File: src/rtl/chunk_assigner.sv
// Dispatch stage: pairs chunk descriptors with a free VC and slave, tracks in-flight VCs.
// Optional counters enabled by defining CHUNK_ASSIGNER_STATS_EN.
module chunk_assigner #(
  parameter int unsigned VCHANNELBITS = 3,
  parameter int unsigned SLAVEBITS    = 2,
  parameter int unsigned CHUNKBITS    = 10
) (
  input  logic                      clk,
  input  logic                      rst,
  input  logic [CHUNKBITS+63:0]     idx_data,
  input  logic                      idx_empty,
  output logic                      idx_pop,
  input  logic [VCHANNELBITS-1:0]   vc_data,
  input  logic                      vc_empty,
  output logic                      vc_pop,
  input  logic [SLAVEBITS-1:0]      sl_data,
  input  logic                      sl_empty,
  output logic                      sl_pop,
  output logic                      vc_push,
  output logic [VCHANNELBITS-1:0]   vc_push_data,
  output logic                      sl_push,
  output logic [SLAVEBITS-1:0]      sl_push_data,
  output logic                      disp_valid,
  input  logic                      disp_ready,
  output logic [SLAVEBITS-1:0]      disp_slave,
  output logic [VCHANNELBITS-1:0]   disp_vc,
  output logic [CHUNKBITS-1:0]      disp_chunk,
  output logic [31:0]               disp_start,
  output logic [31:0]               disp_end,
  input  logic                      done_valid,
  input  logic [VCHANNELBITS-1:0]   done_vc,
  output logic                      cmpl_valid,
  output logic [CHUNKBITS-1:0]      cmpl_chunk,
  output logic [VCHANNELBITS:0]     inflight,
  output logic                      err_spurious,
  output logic [31:0]               stat_dispatched,
  output logic [31:0]               stat_completed
);

  localparam int unsigned VCHANNELS = 1 << VCHANNELBITS;
  localparam int unsigned CNTBITS   = VCHANNELBITS + 1;

  localparam logic [0:0] IDLE  = 1'b0;
  localparam logic [0:0] ISSUE = 1'b1;

  logic [0:0] state;
  logic [0:0] nextState;
  logic       popQ;
  logic       popD;
  logic       capture;
  logic       handshake;
  logic       headsReady;
  logic       doneHit;
  logic       doneMiss;

  logic                 tblValid [VCHANNELS];
  logic [SLAVEBITS-1:0] tblSlave [VCHANNELS];
  logic [CHUNKBITS-1:0] tblChunk [VCHANNELS];

  assign headsReady = !idx_empty && !vc_empty && !sl_empty;
  assign doneHit    = done_valid && tblValid[done_vc];
  assign doneMiss   = done_valid && !tblValid[done_vc];

  assign idx_pop = popQ;
  assign vc_pop  = popQ;
  assign sl_pop  = popQ;

  // Pops are registered: decided one cycle ahead, heads captured while pop is high.
  always_comb begin
    nextState = state;
    popD      = 1'b0;
    capture   = 1'b0;
    handshake = 1'b0;
    case (state)
      IDLE: begin
        if (popQ) begin
          capture   = 1'b1;
          nextState = ISSUE;
        end else if (headsReady) begin
          popD = 1'b1;
        end
      end
      ISSUE: begin
        if (disp_ready) begin
          handshake = 1'b1;
          nextState = IDLE;
          popD      = headsReady;
        end
      end
      default: nextState = IDLE;
    endcase
  end

  always_ff @(posedge clk or posedge rst) begin
    if (rst) begin
      state      <= IDLE;
      popQ       <= 1'b0;
      disp_valid <= 1'b0;
      disp_slave <= '0;
      disp_vc    <= '0;
      disp_chunk <= '0;
      disp_start <= '0;
      disp_end   <= '0;
    end else begin
      state      <= nextState;
      popQ       <= popD;
      disp_valid <= (nextState == ISSUE);
      if (capture) begin
        disp_slave <= sl_data;
        disp_vc    <= vc_data;
        disp_chunk <= idx_data[CHUNKBITS+63:64];
        disp_start <= idx_data[63:32];
        disp_end   <= idx_data[31:0];
      end
    end
  end

  // VC ownership table; a done looks at the pre-write state, so same-cycle dispatch reads as spurious.
  always_ff @(posedge clk or posedge rst) begin
    if (rst) begin
      for (int i = 0; i < int'(VCHANNELS); i++) tblValid[i] <= 1'b0;
    end else begin
      if (doneHit) tblValid[done_vc] <= 1'b0;
      if (handshake) tblValid[disp_vc] <= 1'b1;
    end
  end

  always_ff @(posedge clk) begin
    if (handshake) begin
      tblSlave[disp_vc] <= disp_slave;
      tblChunk[disp_vc] <= disp_chunk;
    end
  end

  always_ff @(posedge clk or posedge rst) begin
    if (rst) begin
      vc_push      <= 1'b0;
      vc_push_data <= '0;
      sl_push      <= 1'b0;
      sl_push_data <= '0;
      cmpl_valid   <= 1'b0;
      cmpl_chunk   <= '0;
      inflight     <= '0;
      err_spurious <= 1'b0;
    end else begin
      vc_push    <= doneHit;
      sl_push    <= doneHit;
      cmpl_valid <= doneHit;
      if (doneHit) begin
        vc_push_data <= done_vc;
        sl_push_data <= tblSlave[done_vc];
        cmpl_chunk   <= tblChunk[done_vc];
      end
      if (handshake && !doneHit) inflight <= inflight + CNTBITS'(1);
      else if (!handshake && doneHit) inflight <= inflight - CNTBITS'(1);
      if (doneMiss) err_spurious <= 1'b1;
    end
  end

`ifdef CHUNK_ASSIGNER_STATS_EN
  logic [31:0] statDispQ;
  logic [31:0] statCmplQ;

  always_ff @(posedge clk or posedge rst) begin
    if (rst) begin
      statDispQ <= '0;
      statCmplQ <= '0;
    end else begin
      if (handshake) statDispQ <= statDispQ + 32'(1);
      if (doneHit) statCmplQ <= statCmplQ + 32'(1);
    end
  end

  assign stat_dispatched = statDispQ;
  assign stat_completed  = statCmplQ;
`else
  assign stat_dispatched = '0;
  assign stat_completed  = '0;
`endif

endmodule

File: config.mk
export PLATFORM = sky130hd
export DESIGN_NAME = chunk_assigner
export DESIGN_NICKNAME = d
export VERILOG_FILES = /design/src/rtl/chunk_assigner.sv
export SDC_FILE = /design/constraint.sdc
export NUM_CORES = 1
export LEC_CHECK = 0
export ABC_AREA = 1
export CELL_PAD_IN_SITES_DETAIL_PLACEMENT = 0
export CELL_PAD_IN_SITES_GLOBAL_PLACEMENT = 1
export CORE_UTILIZATION = 38
export DETAILED_ROUTE_END_ITERATION = 6
export GPL_TIMING_DRIVEN = 1
export PLACE_DENSITY_LB_ADDON = 0.1
export SLEW_MARGIN = 20
export SYNTH_ARGS = -nofsm -noshare
export SYNTH_HDL_FRONTEND = slang
export SYNTH_SLANG_ARGS = --single-unit
File: constraint.sdc
create_clock -name clk -period 8.95 [get_ports clk]
set_input_delay 1.79 -clock clk [delete_from_list [all_inputs] [get_ports clk]]
set_output_delay 1.79 -clock clk [all_outputs]
set_load 0.01 [all_outputs]
==> out/summary.md <==
• disp_start[28]$_DFFE_PP0P_ — HP Start
• 0.141 mV — largest vdd supply drop
• 21.3 mm — wire length reported by the detailed router
• 0.647 — sequential share of the synthesized area
• 4 — Initial DRT Pass Iterations
• 0.331 — post-synth top area share
• 9.90 um^2 — Synth Area per Inst
• 24 — number of buffers inserted during clock tree synthesis
• 79 — maximum number of pins on one net before global-route repair
• 0.534 — share of flip-flops with an asynchronous set or reset
• edfxtp_1 33%, dfrtp_1 32%, nand2_1 13% — synth top area cells
• 5640 um^2 — register area
• 0.0681 — share of final-layout standard cells stronger than drive strength 1
• edfxtp_1 — most area-hungry cell type in the Yosys netlist
• 22,600 um^2 — placeable core area
• 96 — count of flip-flops with a built-in enable after synthesis
• inv_2 — Slowest-stage cell, CP
• register — Worst Setup End Kind
• input port to register — kind of critical path
• idx_pop$_DFF_PP0_ — Critical R2R Launch
• 55 — number of placement rows
• 0.183 — total routing usage reported by global routing
• 206 — number of flip-flops and latches in the synthesized netlist
• clkbuf_16 — Root Driver
• 9340 ps — data required time of the worst path
• 0 — remaining design rule violation count
• 15.5 um — average detailed-routed wire length per instance
• 4330 ps — worst setup slack after layout
• input port — Critical Path Start Type
• 2,114 — filler cell count in the final layout
• 966 ps — actual slew at the worst max-slew pin
• 262 nW/um^2 — P per Cell Area
• 879 — cell count after synthesis
• 5010 ps — WP data arrival
• clkdlybuf4s50_1 > buf_4 > inv_2 > nand2_1 > nand2_1 > nand2_1 > nand2_1 > o21ai_2 > ha_1 > inv_1 > ha_1 > nand2_1 > inv_1 > o21ai_0 > a21o_1 > nand2_1 > nand2_1 > nand2_1 — Cell Chain, Critical Path
• 0 ps — accumulated negative setup slack
• 0 — Inserted Diodes
• 194 — IO buf count
• disp_chunk[2]$_DFFE_PP0P_ — terminus of the critical flop-to-flop path
• 60 ps — CTS clock-pin slew for the worst setup and hold paths
• 384 — DR iter-0 viols
• 0.740 — routability congestion estimate
• 259 — I/O pin count
• 0.516 — Final Cycle Share
• 1,161 — Post-layout nets
• 6470 ps — setup slack of the most critical reg-to-reg path
• 3 — Max Buffers Root-to-Sink
• 23,500 um^2 — floorplan die area
• 13.4 mm — Detail Placement HPWL
• 1 — htree depth
• 0.0712 — met3 Resource Use GR
• 0.257 — global-route track usage on met1
• met2 — GR peak layer
• 0 — max-slew violation count
• 2 — hold depth
• 0 — buffers inserted by post-CTS timing repair
• false — RSZ-0062 raised after global routing
• 0 — number of buffers inserted by hold repair at cts
• 3830 ps — minimum setup slack after placement
• 5,857 — number of global-route vias before repair
• 0.510 — final standard cell utilization of the core
• 2490 um^2 — multi-input gate area in the final layout
• 0 — overflow left after global routing
• 510 ps — clock insertion delay at the later pin of the skew report
• 32.2% — relative area change from synthesis to final layout
• 0 — number of endpoints with negative hold slack in the final report
• 153 um — DIE HEIGHT
• 0 — count of warnings emitted by yosys
• finished, final reports clean — result of the run
• dfrtp_1 — most used flip-flop cell after synthesis
• 0.386 — starting density of the core
• 0.355 — Relative slew margins
• 6,093 — number of vias in the routed layout
• 0 — final setup fails
• 6 — reg2reg path depth
• 57 — top fanout value on the critical path
• 510 ps — delay of the slowest cell on the worst path
• 0 — initial antenna violation count
• 206 — CTS Sinks
• 4.44 — post-DR vias/cell
• 25 — Yosys cell types
• 0 — max-capacitance violation count
• 0.265 — met2 capacity usage during global routing
• done — TritonCTS clock tree
• 7.20 ps — setup clock skew after layout
• 0.00511 uW — reported leakage power
• 8700 um^2 — area of the mapped netlist
• disp_start[28]$_DFFE_PP0P_ — worst min-delay path endpoint
• nand2_1 — most common cell type on the critical path
• 3020 uW — overall power after layout
• register to register — class of the tightest hold or removal check
• 216 MHz — fmax
• 33.4 mm — global-route wire length before repair
• 478 ps — worst hold margin
• 4620 ps — fin crit period
• 153 um — die boundary width
• done_vc[0] — start point of the critical path
• 0 — Antenna Nets Post-Route
• 0 — total of cells resized after clock tree synthesis
==> layout make-up <==
class,instances,area share
repair buffers,205,0.176
flip-flops and latches,206,0.490
clock buffers,36,0.0660
inverters,40,0.0133
multi-input cells,591,0.216
well taps,285,0.0310
clock inverters,8,0.00761
==> cells in the final DEF (no fill, tap or decap), types with 8 or more instances in the layout <==
cell type,instances
o211ai_1,8
dfrtp_1,110
clkdlybuf4s50_1,194
nand2_1,303
edfxtp_1,96
conb_1,64
or2_2,16
inv_1,37
nor2_1,93
clkbuf_16,27
o21ai_0,63
nand3_1,23
buf_4,11
==> worst max-delay path by stage <==
stage	endpoint	depth (start not counted)
after global routing	inflight[3]$_DFFE_PP0P_	18
final	inflight[3]$_DFFE_PP0P_	18
after floorplan	cmpl_chunk[0]$_DFFE_PP0P_	1
after detailed placement	inflight[3]$_DFFE_PP0P_	18
after CTS	inflight[3]$_DFFE_PP0P_	18
after global placement	inflight[3]$_DFFE_PP0P_	18
==> synthesized netlist by cell type, types with 2 or more instances <==
| cell type | count |
|---|---|
| a21oi_1 | 2 |
| buf_1 | 3 |
| buf_2 | 14 |
| buf_4 | 70 |
| clkbuf_1 | 18 |
| dfrtp_1 | 110 |
| edfxtp_1 | 96 |
| ha_1 | 3 |
| inv_1 | 38 |
| inv_2 | 2 |
| nand2_1 | 304 |
| nand3_1 | 23 |
| nor2_1 | 96 |
| o211ai_1 | 8 |
| o21ai_0 | 63 |
| o21ai_1 | 3 |
| or2_2 | 16 |
| xnor2_1 | 3 |
==> logic make-up (layout without fill, tap and decap cells) <==
family / after synthesis / in the layout / synth area share
XOR/XNOR: 3 / 3 / 0.00302
AND/OR/NAND/NOR: 440 / 440 / 0.198
other: 1 / 64 / 0.000431
buffers and inverters: 145 / 289 / 0.0947
flip-flops: 206 / 206 / 0.647
AO/OA/AOI/OAI: 80 / 80 / 0.0497
adder cells (fa/ha/maj): 4 / 4 / 0.00661
==> layer usage <==
layer / up-vias / wire length, um
li1: 3051 / -
met1: 2817 / 9790
met2: 200 / 8950
met3: 25 / 2200
met4: 0 / 346
met5: - / 0
==> report_power, final <==
part,leakage (uW),internal (uW),switching (uW)
clock,0.000420,642,372
combinational,0.00246,368,321
sequential,0.00223,1180,130
total,0.00511,2190,822
==> flip-flops by register name (all words and copies together), names as in the netlist, 4 cells and up <==
register	cells
tblChunk	80
inflight	4
disp_end	32
cmpl_chunk	10
disp_chunk	10
tblValid	8
disp_start	32
tblSlave	16
==> worst max-delay path: cells and delay by family <==
family,cells,cell delay (ps)
buf+inv,5,1560
fa+ha+maj,2,480
compound gates,3,530
simple gates,8,590
==> through the flow <==
stage                     std cells  cell area, um^2
after global routing           1371            11500
after floorplan                 942             8940
after detailed placement       1327            10700
after global placement         1327            10700
after CTS                      1371            11500
final                          1371            11500
Note: power is estimated with default switching activity, not from simulation.
